--- src/rtl/spi_disp_pkg.sv ---
// Shared definitions for the SPI display register block: register map
// addresses, STATUS bit positions and the frame FSM state encoding.
package spi_disp_pkg;

  localparam logic [6:0] ADDR_CTRL   = 7'h10;
  localparam logic [6:0] ADDR_STATUS = 7'h11;
  localparam logic [6:0] ADDR_ID     = 7'h1F;

  localparam int STAT_ABORT    = 0;
  localparam int STAT_BAD_ADDR = 1;

  typedef enum logic [1:0] {
    IDLE = 2'd0,
    CMD  = 2'd1,
    DATA = 2'd2
  } state_e;

endpackage

--- src/rtl/spi_byte_slave.sv ---
// SPI mode-0 byte engine running in the system clock domain.
// Ports:
//   clk, rst_n        system clock, asynchronous active-low reset
//   sck, mosi, cs_n   raw SPI pins (asynchronous to clk)
//   tx_load, tx_byte  parallel load of the next byte to shift out on MISO
//   cs_fall, cs_rise  one-cycle strobes on synchronised chip-select edges
//   byte_valid        one-cycle strobe on the 8th synchronised rising SCK
//   rx_byte           received byte, valid with byte_valid
//   partial           a byte is partly received (bit counter non-zero)
//   miso              serial data out, forced low while CS is high
module spi_byte_slave #(
  parameter int SYNC_STAGES = 2
) (
  input  logic       clk,
  input  logic       rst_n,
  input  logic       sck,
  input  logic       mosi,
  input  logic       cs_n,
  input  logic       tx_load,
  input  logic [7:0] tx_byte,
  output logic       cs_fall,
  output logic       cs_rise,
  output logic       byte_valid,
  output logic [7:0] rx_byte,
  output logic       partial,
  output logic       miso
);

  logic [SYNC_STAGES-1:0] sck_sync;
  logic [SYNC_STAGES-1:0] mosi_sync;
  logic [SYNC_STAGES-1:0] cs_sync;
  logic                   sck_d;
  logic                   cs_d;
  logic                   sck_s;
  logic                   mosi_s;
  logic                   cs_s;
  logic                   sck_rise;
  logic                   sck_fall;
  logic [2:0]             bit_cnt;
  logic [6:0]             rx_sh;
  logic [7:0]             tx_sh;

  assign sck_s  = sck_sync[SYNC_STAGES-1];
  assign mosi_s = mosi_sync[SYNC_STAGES-1];
  assign cs_s   = cs_sync[SYNC_STAGES-1];

  assign sck_rise = sck_s & ~sck_d;
  assign sck_fall = ~sck_s & sck_d;
  assign cs_fall  = ~cs_s & cs_d;
  assign cs_rise  = cs_s & ~cs_d;

  assign byte_valid = sck_rise & ~cs_s & (bit_cnt == 3'd7);
  assign rx_byte    = {rx_sh, mosi_s};
  assign partial    = (bit_cnt != 3'd0);
  assign miso       = tx_sh[7] & ~cs_s;

  // CS synchroniser resets low so that a reset in the middle of a frame
  // produces no falling edge: a new frame needs CS seen high, then low.
  always_ff @(posedge clk or negedge rst_n) begin
    if (!rst_n) begin
      sck_sync  <= '0;
      mosi_sync <= '0;
      cs_sync   <= '0;
      sck_d     <= 1'b0;
      cs_d      <= 1'b0;
      bit_cnt   <= 3'd0;
      tx_sh     <= 8'h00;
    end else begin
      sck_sync  <= {sck_sync[SYNC_STAGES-2:0], sck};
      mosi_sync <= {mosi_sync[SYNC_STAGES-2:0], mosi};
      cs_sync   <= {cs_sync[SYNC_STAGES-2:0], cs_n};
      sck_d     <= sck_s;
      cs_d      <= cs_s;
      if (cs_s) begin
        bit_cnt <= 3'd0;
      end else if (sck_rise) begin
        bit_cnt <= bit_cnt + 3'd1;
      end
      // The falling edge after a completed byte must not shift: the MSB of
      // the freshly loaded byte has to stay on MISO for the next rise.
      if (tx_load) begin
        tx_sh <= tx_byte;
      end else if (sck_fall && !cs_s && bit_cnt != 3'd0) begin
        tx_sh <= {tx_sh[6:0], 1'b0};
      end
    end
  end

  always_ff @(posedge clk) begin
    if (sck_rise) begin
      rx_sh <= {rx_sh[5:0], mosi_s};
    end
  end

endmodule

--- src/rtl/spi_disp_regs.sv ---
// SPI-addressed display register file with atomic commit on CS release.
// Frame: command byte {rw, addr[6:0]} followed by data bytes; the address
// auto-increments per data byte. Writes land in shadow registers and are
// copied to the display outputs one cycle after synchronised CS rises.
// Ports:
//   WF_CLK, RST_N              system clock, asynchronous active-low reset
//   SPI_CLK, SPI_MOSI, SPI_CS  SPI slave inputs (mode 0, CS active low)
//   SPI_MISO                   SPI serial data out
//   digits                     committed digit values, digit0 in the LSBs
//   colon                      00 colon, 01 decimal point, 11 none
//   blank                      display blank request
//   upd_pulse                  one-cycle strobe when committed outputs change
module spi_disp_regs
  import spi_disp_pkg::*;
#(
  parameter int         NUM_DIGITS  = 4,
  parameter int         DIGIT_W     = 4,
  parameter int         SYNC_STAGES = 2,
  parameter logic [7:0] ID_VALUE    = 8'hA5
) (
  input  logic                          WF_CLK,
  input  logic                          RST_N,
  input  logic                          SPI_CLK,
  input  logic                          SPI_MOSI,
  input  logic                          SPI_CS,
  output logic                          SPI_MISO,
  output logic [NUM_DIGITS*DIGIT_W-1:0] digits,
  output logic [1:0]                    colon,
  output logic                          blank,
  output logic                          upd_pulse
);

  // Write data keeps only the bits any register can store.
  localparam int         WD_W         = (DIGIT_W > 3) ? DIGIT_W : 3;
  localparam logic [6:0] NUM_DIGITS_A = 7'(NUM_DIGITS);

  state_e            state_q, state_d;
  logic              cs_fall, cs_rise, byte_valid, partial;
  logic [7:0]        rx_byte;
  logic              tx_load;
  logic [7:0]        tx_byte;
  logic [6:0]        addr_q;
  logic              rw_q;
  logic              vld_p0;
  logic [6:0]        wr_addr_p0;
  logic [WD_W-1:0]   wr_data_p0;
  logic [DIGIT_W-1:0] dig_sh [NUM_DIGITS];
  logic [2:0]        ctrl_sh;
  logic [1:0]        status_q;
  logic              dirty_q;
  logic              wr_digit, wr_ctrl, wr_status, wr_bad;
  logic [1:0]        stat_set, stat_clr;
  logic              commit;

  function automatic logic [7:0] read_reg(input logic [6:0] a);
    logic [7:0] r;
    r = 8'h00;
    for (int i = 0; i < NUM_DIGITS; i++) begin
      if (a == 7'(i)) r = 8'(dig_sh[i]);
    end
    if (a == ADDR_CTRL)   r = {5'b0, ctrl_sh};
    if (a == ADDR_STATUS) r = {6'b0, status_q};
    if (a == ADDR_ID)     r = ID_VALUE;
    return r;
  endfunction

  spi_byte_slave #(
    .SYNC_STAGES(SYNC_STAGES)
  ) u_byte (
    .clk       (WF_CLK),
    .rst_n     (RST_N),
    .sck       (SPI_CLK),
    .mosi      (SPI_MOSI),
    .cs_n      (SPI_CS),
    .tx_load   (tx_load),
    .tx_byte   (tx_byte),
    .cs_fall   (cs_fall),
    .cs_rise   (cs_rise),
    .byte_valid(byte_valid),
    .rx_byte   (rx_byte),
    .partial   (partial),
    .miso      (SPI_MISO)
  );

  always_ff @(posedge WF_CLK or negedge RST_N) begin
    if (!RST_N) state_q <= IDLE;
    else        state_q <= state_d;
  end

  // Next state plus the TX preload: ID at frame start, then either the
  // next register (read frames) or zero (write frames) at each byte end.
  always_comb begin
    state_d = state_q;
    tx_load = 1'b0;
    tx_byte = 8'h00;
    if (cs_rise) begin
      state_d = IDLE;
    end else begin
      case (state_q)
        IDLE: begin
          if (cs_fall) begin
            state_d = CMD;
            tx_load = 1'b1;
            tx_byte = ID_VALUE;
          end
        end
        CMD: begin
          if (byte_valid) begin
            state_d = DATA;
            tx_load = 1'b1;
            tx_byte = rx_byte[7] ? read_reg(rx_byte[6:0]) : 8'h00;
          end
        end
        DATA: begin
          if (byte_valid) begin
            tx_load = 1'b1;
            tx_byte = rw_q ? read_reg(addr_q + 7'd1) : 8'h00;
          end
        end
        default: state_d = IDLE;
      endcase
    end
  end

  always_comb begin
    wr_digit  = vld_p0 && (wr_addr_p0 < NUM_DIGITS_A);
    wr_ctrl   = vld_p0 && (wr_addr_p0 == ADDR_CTRL);
    wr_status = vld_p0 && (wr_addr_p0 == ADDR_STATUS);
    wr_bad    = vld_p0 && !(wr_addr_p0 < NUM_DIGITS_A) && (wr_addr_p0 != ADDR_CTRL)
                && (wr_addr_p0 != ADDR_STATUS) && (wr_addr_p0 != ADDR_ID);
    stat_clr  = wr_status ? wr_data_p0[1:0] : 2'b00;
    stat_set  = 2'b00;
    stat_set[STAT_ABORT]    = cs_rise && (state_q != IDLE) && partial;
    stat_set[STAT_BAD_ADDR] = wr_bad;
    commit    = cs_rise && dirty_q;
  end

  // Stage p0: byte-complete strobe registered into a write request
  always_ff @(posedge WF_CLK or negedge RST_N) begin
    if (!RST_N) begin
      addr_q <= 7'h00;
      rw_q   <= 1'b0;
      vld_p0 <= 1'b0;
    end else begin
      vld_p0 <= byte_valid && (state_q == DATA) && !rw_q && !cs_rise;
      if (byte_valid && state_q == CMD) begin
        addr_q <= rx_byte[6:0];
        rw_q   <= rx_byte[7];
      end else if (byte_valid && state_q == DATA) begin
        addr_q <= addr_q + 7'd1;
      end
    end
  end

  always_ff @(posedge WF_CLK) begin
    if (byte_valid) begin
      wr_addr_p0 <= addr_q;
      wr_data_p0 <= rx_byte[WD_W-1:0];
    end
  end

  // Stage p1: shadow/status update, and commit to the display outputs
  always_ff @(posedge WF_CLK or negedge RST_N) begin
    if (!RST_N) begin
      for (int i = 0; i < NUM_DIGITS; i++) dig_sh[i] <= '0;
      ctrl_sh   <= 3'b111;
      status_q  <= 2'b00;
      dirty_q   <= 1'b0;
      digits    <= '0;
      colon     <= 2'b11;
      blank     <= 1'b1;
      upd_pulse <= 1'b0;
    end else begin
      for (int i = 0; i < NUM_DIGITS; i++) begin
        if (vld_p0 && wr_addr_p0 == 7'(i)) dig_sh[i] <= wr_data_p0[DIGIT_W-1:0];
      end
      if (wr_ctrl) ctrl_sh <= wr_data_p0[2:0];
      // A new error event outranks a simultaneous write-1-to-clear.
      status_q <= (status_q & ~stat_clr) | stat_set;
      if (wr_digit || wr_ctrl) dirty_q <= 1'b1;
      else if (commit)         dirty_q <= 1'b0;
      upd_pulse <= commit;
      if (commit) begin
        for (int i = 0; i < NUM_DIGITS; i++) digits[i*DIGIT_W +: DIGIT_W] <= dig_sh[i];
        colon <= ctrl_sh[1:0];
        blank <= ctrl_sh[2];
      end
    end
  end

endmodule

--- config.mk ---
export PLATFORM = sky130hd
export DESIGN_NAME = spi_disp_regs
export DESIGN_NICKNAME = d
export VERILOG_FILES = /design/src/rtl/spi_disp_pkg.sv /design/src/rtl/spi_byte_slave.sv /design/src/rtl/spi_disp_regs.sv
export SDC_FILE = /design/constraint.sdc
export NUM_CORES = 1
export LEC_CHECK = 0
export CAP_MARGIN = 20
export CORE_ASPECT_RATIO = 1.5
export CORE_MARGIN = 10
export CORE_UTILIZATION = 64
export DETAILED_ROUTE_END_ITERATION = 10
export PLACE_DENSITY_LB_ADDON = 0.1
export SYNTH_ARGS = -nofsm -noshare
export SYNTH_HDL_FRONTEND = slang
export SYNTH_SLANG_ARGS = --single-unit
--- constraint.sdc ---
create_clock -name WF_CLK -period 5.25 [get_ports WF_CLK]
set_input_delay 1.05 -clock WF_CLK [delete_from_list [all_inputs] [get_ports WF_CLK]]
set_output_delay 1.05 -clock WF_CLK [all_outputs]
set_load 0.03 [all_outputs]
==> flow_metrics.py <==
metrics = {
    "synthesis": {
        "avgSynthCellArea_um2": 11.5,
        "synth_area_um2": 4380,
        "synthTopCellsByArea": "dfrtp_1, edfxtp_1, mux2_2",
        "syn_inst": 382,
        "seq_area_frac_synth": 0.537,
        "synth-edff-count": 18,
        "synth_cell_types": 62,
        "yosysMostFrequentCell": "dfrtp_1",
        "synth_top_area_cell": "dfrtp_1",
        "synth_seq_cells": 90,
        "synth.top_cells.by_count": "dfrtp_1, mux2_2, nand2_1",
        "synth_fp_nets": 401,
        "synth_warnings": 0,
        "yosys.area.top_type_share": 0.377,
        "async_reset_ff_frac": 0.800,
        "synth_flop_cell": "dfrtp_1",
    },
    "drt": {
        "vias": 3066,
        "drtAntennaViolNets": 0,
        "first_iter_violations": 177,
        "route.detailed.drc": 0,
        "first_pass_iters": 4,
        "wl_um": 9630,
        "wire_per_inst_um": 20.0,
        "via_per_inst": 6.36,
    },
    "power": {
        "power_switching_share": 0.257,
        "p_int_mw": 1.06,
        "p_sw_uw": 366,
        "p_total_mw": 1.42,
        "ir_drop_mv": 0.199,
        "power.density_nw_per_um2": 294,
        "p_clk_frac": 0.361,
        "p_leak_nw": 2.09,
        "p_seq_frac": 0.537,
        "comb_power_share": 0.101,
    },
    "setup_path": {
        "startpoint": "u_byte.sck_d",
        "required_ps": 5530,
        "reg2reg_from": "u_byte.sck_d",
        "slowest_stage": "nor2b_1",
        "cp_cell_sequence": "nor2b_1, nand3_1, inv_2, nand2_1, a21boi_2, o21ai_0, a31o_1",
        "critPathCaptureType": "flip-flop",
        "startpoint_type": "flip-flop",
        "worst_path_dominant_cell_family": "simple AND/OR/NAND/NOR gates",
        "path_max_fanout": 24,
        "arrival_ps": 3450,
        "critPathMaxStageDelay_ps": 720,
        "cp_num_buf_inv": 1,
        "setup.worst_path.class": "reg -> reg",
    },
    "clock_network": {
        "worst_setup_hold_path_clk_slew_ps": 90,
        "hold_buffers": 0,
        "clockBufferDepth": 2,
        "numCtsBuffers": 9,
        "cts_root_buf": "clkbuf_8",
        "cts_htree_levels": 3,
        "cts.repair.resized": 0,
        "cts_setup_buffers": 0,
        "clkSinkCount": 90,
        "clk_latency_ps": 380,
        "cts_tree": "done",
    },
    "timing": {
        "max_freq_mhz": 315,
        "post-route-period-util": 0.605,
        "rsz0062_at_grt": "no",
        "holdWs_ps": 363,
        "slew_violations": 0,
        "finalSetupTns_ps": 0,
        "period_needed_ps": 3170,
        "worst_slew_pin_slew_ps": 915,
        "hold_violations": 0,
        "setup_viol": 0,
        "max_slew_margin": 0.389,
        "layout_setup_ws_ps": 2080,
        "fin_skew_ps": 9.39,
    },
    "die": {
        "rows": 36,
        "initial_core_util": 0.665,
        "dieArea_um2": 10600,
        "die_h_um": 121,
        "die_w_um": 87.5,
        "top_level_ports": 26,
        "core_um2": 6580,
    },
    "placed_design": {
        "place_ws_ps": 2150,
        "portBuffers": 25,
        "place_area_um2": 4630,
        "dp_hpwl_um": 6800,
        "place.gp.congestion": 0.931,
    },
    "grt": {
        "grt_start_max_net_pins": 73,
        "grt_pass1_vias": 3243,
        "antenna_found_initial": 0,
        "grt_pass1_wl_um": 16000,
        "gr-total-overflow": 0,
        "grt_usage": 0.193,
    },
    "hold_path": {
        "hold_path.class": "reg -> reg",
        "min_from": "u_byte.mosi_sync[0]",
    },
    "layout": {
        "syn_to_final_growth_pct": 10.8,
        "num-fill-cells": 455,
        "nNetsFinal": 420,
        "post-route-cell-area_um2": 4850,
        "antenna_cells": 0,
        "drive_above_1_share": 0.190,
    },
    "job": {
        "cap_viol_max_count": 0,
    },
    "outcome": {
        "run_status": "completed",
    },
}
cell usage in the layout, fill, tap and decap left out, types with 3 or more instances in the layout:
cell             synthesis  final
and3_1                   3      3
nand3_1                  9      9
nand2b_1                 3      3
dfrtp_1                 66     66
edfxtp_1                18     18
a21oi_1                 24     24
mux2i_1                  3      3
mux4_2                   4      4
clkdlybuf4s50_1          0     24
nand4_1                  6      6
nor2_1                  22     22
nand3b_1                 5      5
inv_1                   16     16
nor2b_1                  6      6
nand2_1                 38     38
clkbuf_8                 0     10
mux2_2                  39     39
o21ai_0                 19     19
ha_1                    14     14
dfstp_2                  6      6
nor3_1                   8      8
a22oi_1                  5      5
o22ai_1                  6      6
cells by family (layout without fill, tap and decap cells):
group | count (synthesis) | in the layout | synth area share
and+or+nand+nor | 116 | 116 | 0.137
DFF | 90 | 90 | 0.537
AOI/OAI and AO/OA | 80 | 80 | 0.120
muxes | 46 | 46 | 0.128
buffers and inverters | 35 | 59 | 0.0369
adders and majority gates | 14 | 14 | 0.0400
xor gates and xnor gates | 1 | 1 | 0.00200
final cells by class:
| cell class | instances | area, um^2 | area share |
|---|---|---|---|
| multi-input cells | 257 | 1860 | 0.385 |
| repair buffers | 26 | 253 | 0.0521 |
| inverters | 17 | 63.8 | 0.0132 |
| clock buffers | 11 | 163 | 0.0335 |
| well taps | 76 | 95.1 | 0.0196 |
| clock inverters | 5 | 60.1 | 0.0124 |
| flip-flops and latches | 90 | 2350 | 0.485 |
metal layers:
metal	GRT usage	up-vias	routed length, um
li1	-	1423	-
met1	0.215	1495	3700
met2	0.309	108	4820
met3	0.0470	40	584
met4	0.145	0	535
met5	0	-	0
worst reg2reg max path, cell delays in order, from the launching register on:
cell,delay (ps)
dfrtp_1,400
nor2b_1,720
nand3_1,470
inv_2,500
nand2_1,130
a21boi_2,450
o21ai_0,190
a31o_1,220
power groups by stage:
stage / combinational (mW) / sequential [mW] / clock (mW)
after floorplan: 0.108 / 0.769 / 0
after detailed placement: 0.143 / 0.779 / 0
final: 0.144 / 0.766 / 0.515
after global placement: 0.136 / 0.777 / 0
after CTS: 0.143 / 0.766 / 0.520
after global routing: 0.163 / 0.770 / 0.549
registers in the layout, summed over array words and instances (netlist names):
| signal | flops |
|---|---|
| digits | 16 |
| state_q | 2 |
| upd_pulse | 1 |
| wr_data_p0 | 4 |
| blank | 1 |
| ctrl_sh | 3 |
| dirty_q | 1 |
| u_byte.cs_d | 1 |
| wr_addr_p0 | 7 |
| colon | 2 |
| u_byte.sck_sync | 2 |
| u_byte.tx_sh | 8 |
| vld_p0 | 1 |
| status_q | 2 |
| u_byte.sck_d | 1 |
| dig_sh | 16 |
| u_byte.cs_sync | 2 |
| addr_q | 7 |
| rw_q | 1 |
| u_byte.mosi_sync | 2 |
| u_byte.rx_sh | 7 |
| u_byte.bit_cnt | 3 |
stage by stage:
step | utilization | std cells
after detailed placement | 0.703 | 466
after CTS | 0.737 | 482
final | 0.737 | 482
after global routing | 0.737 | 482
after floorplan | - | 382
after global placement | 0.703 | 466
path summary, 6_finish.rpt:
check / to / slack, ps / cells past startpoint
max in group asynchronous: digits[4] / 3810 / 2
hold / removal: u_byte.mosi_sync[1] / 360 / 0
min in group asynchronous: digits[1] / 850 / 2
hold reg to reg: u_byte.mosi_sync[1] / 360 / 0
setup / recovery: u_byte.tx_sh[3] / 2080 / 7
setup reg to reg: u_byte.tx_sh[3] / 2080 / 7
(Power assumes the default switching activity.)
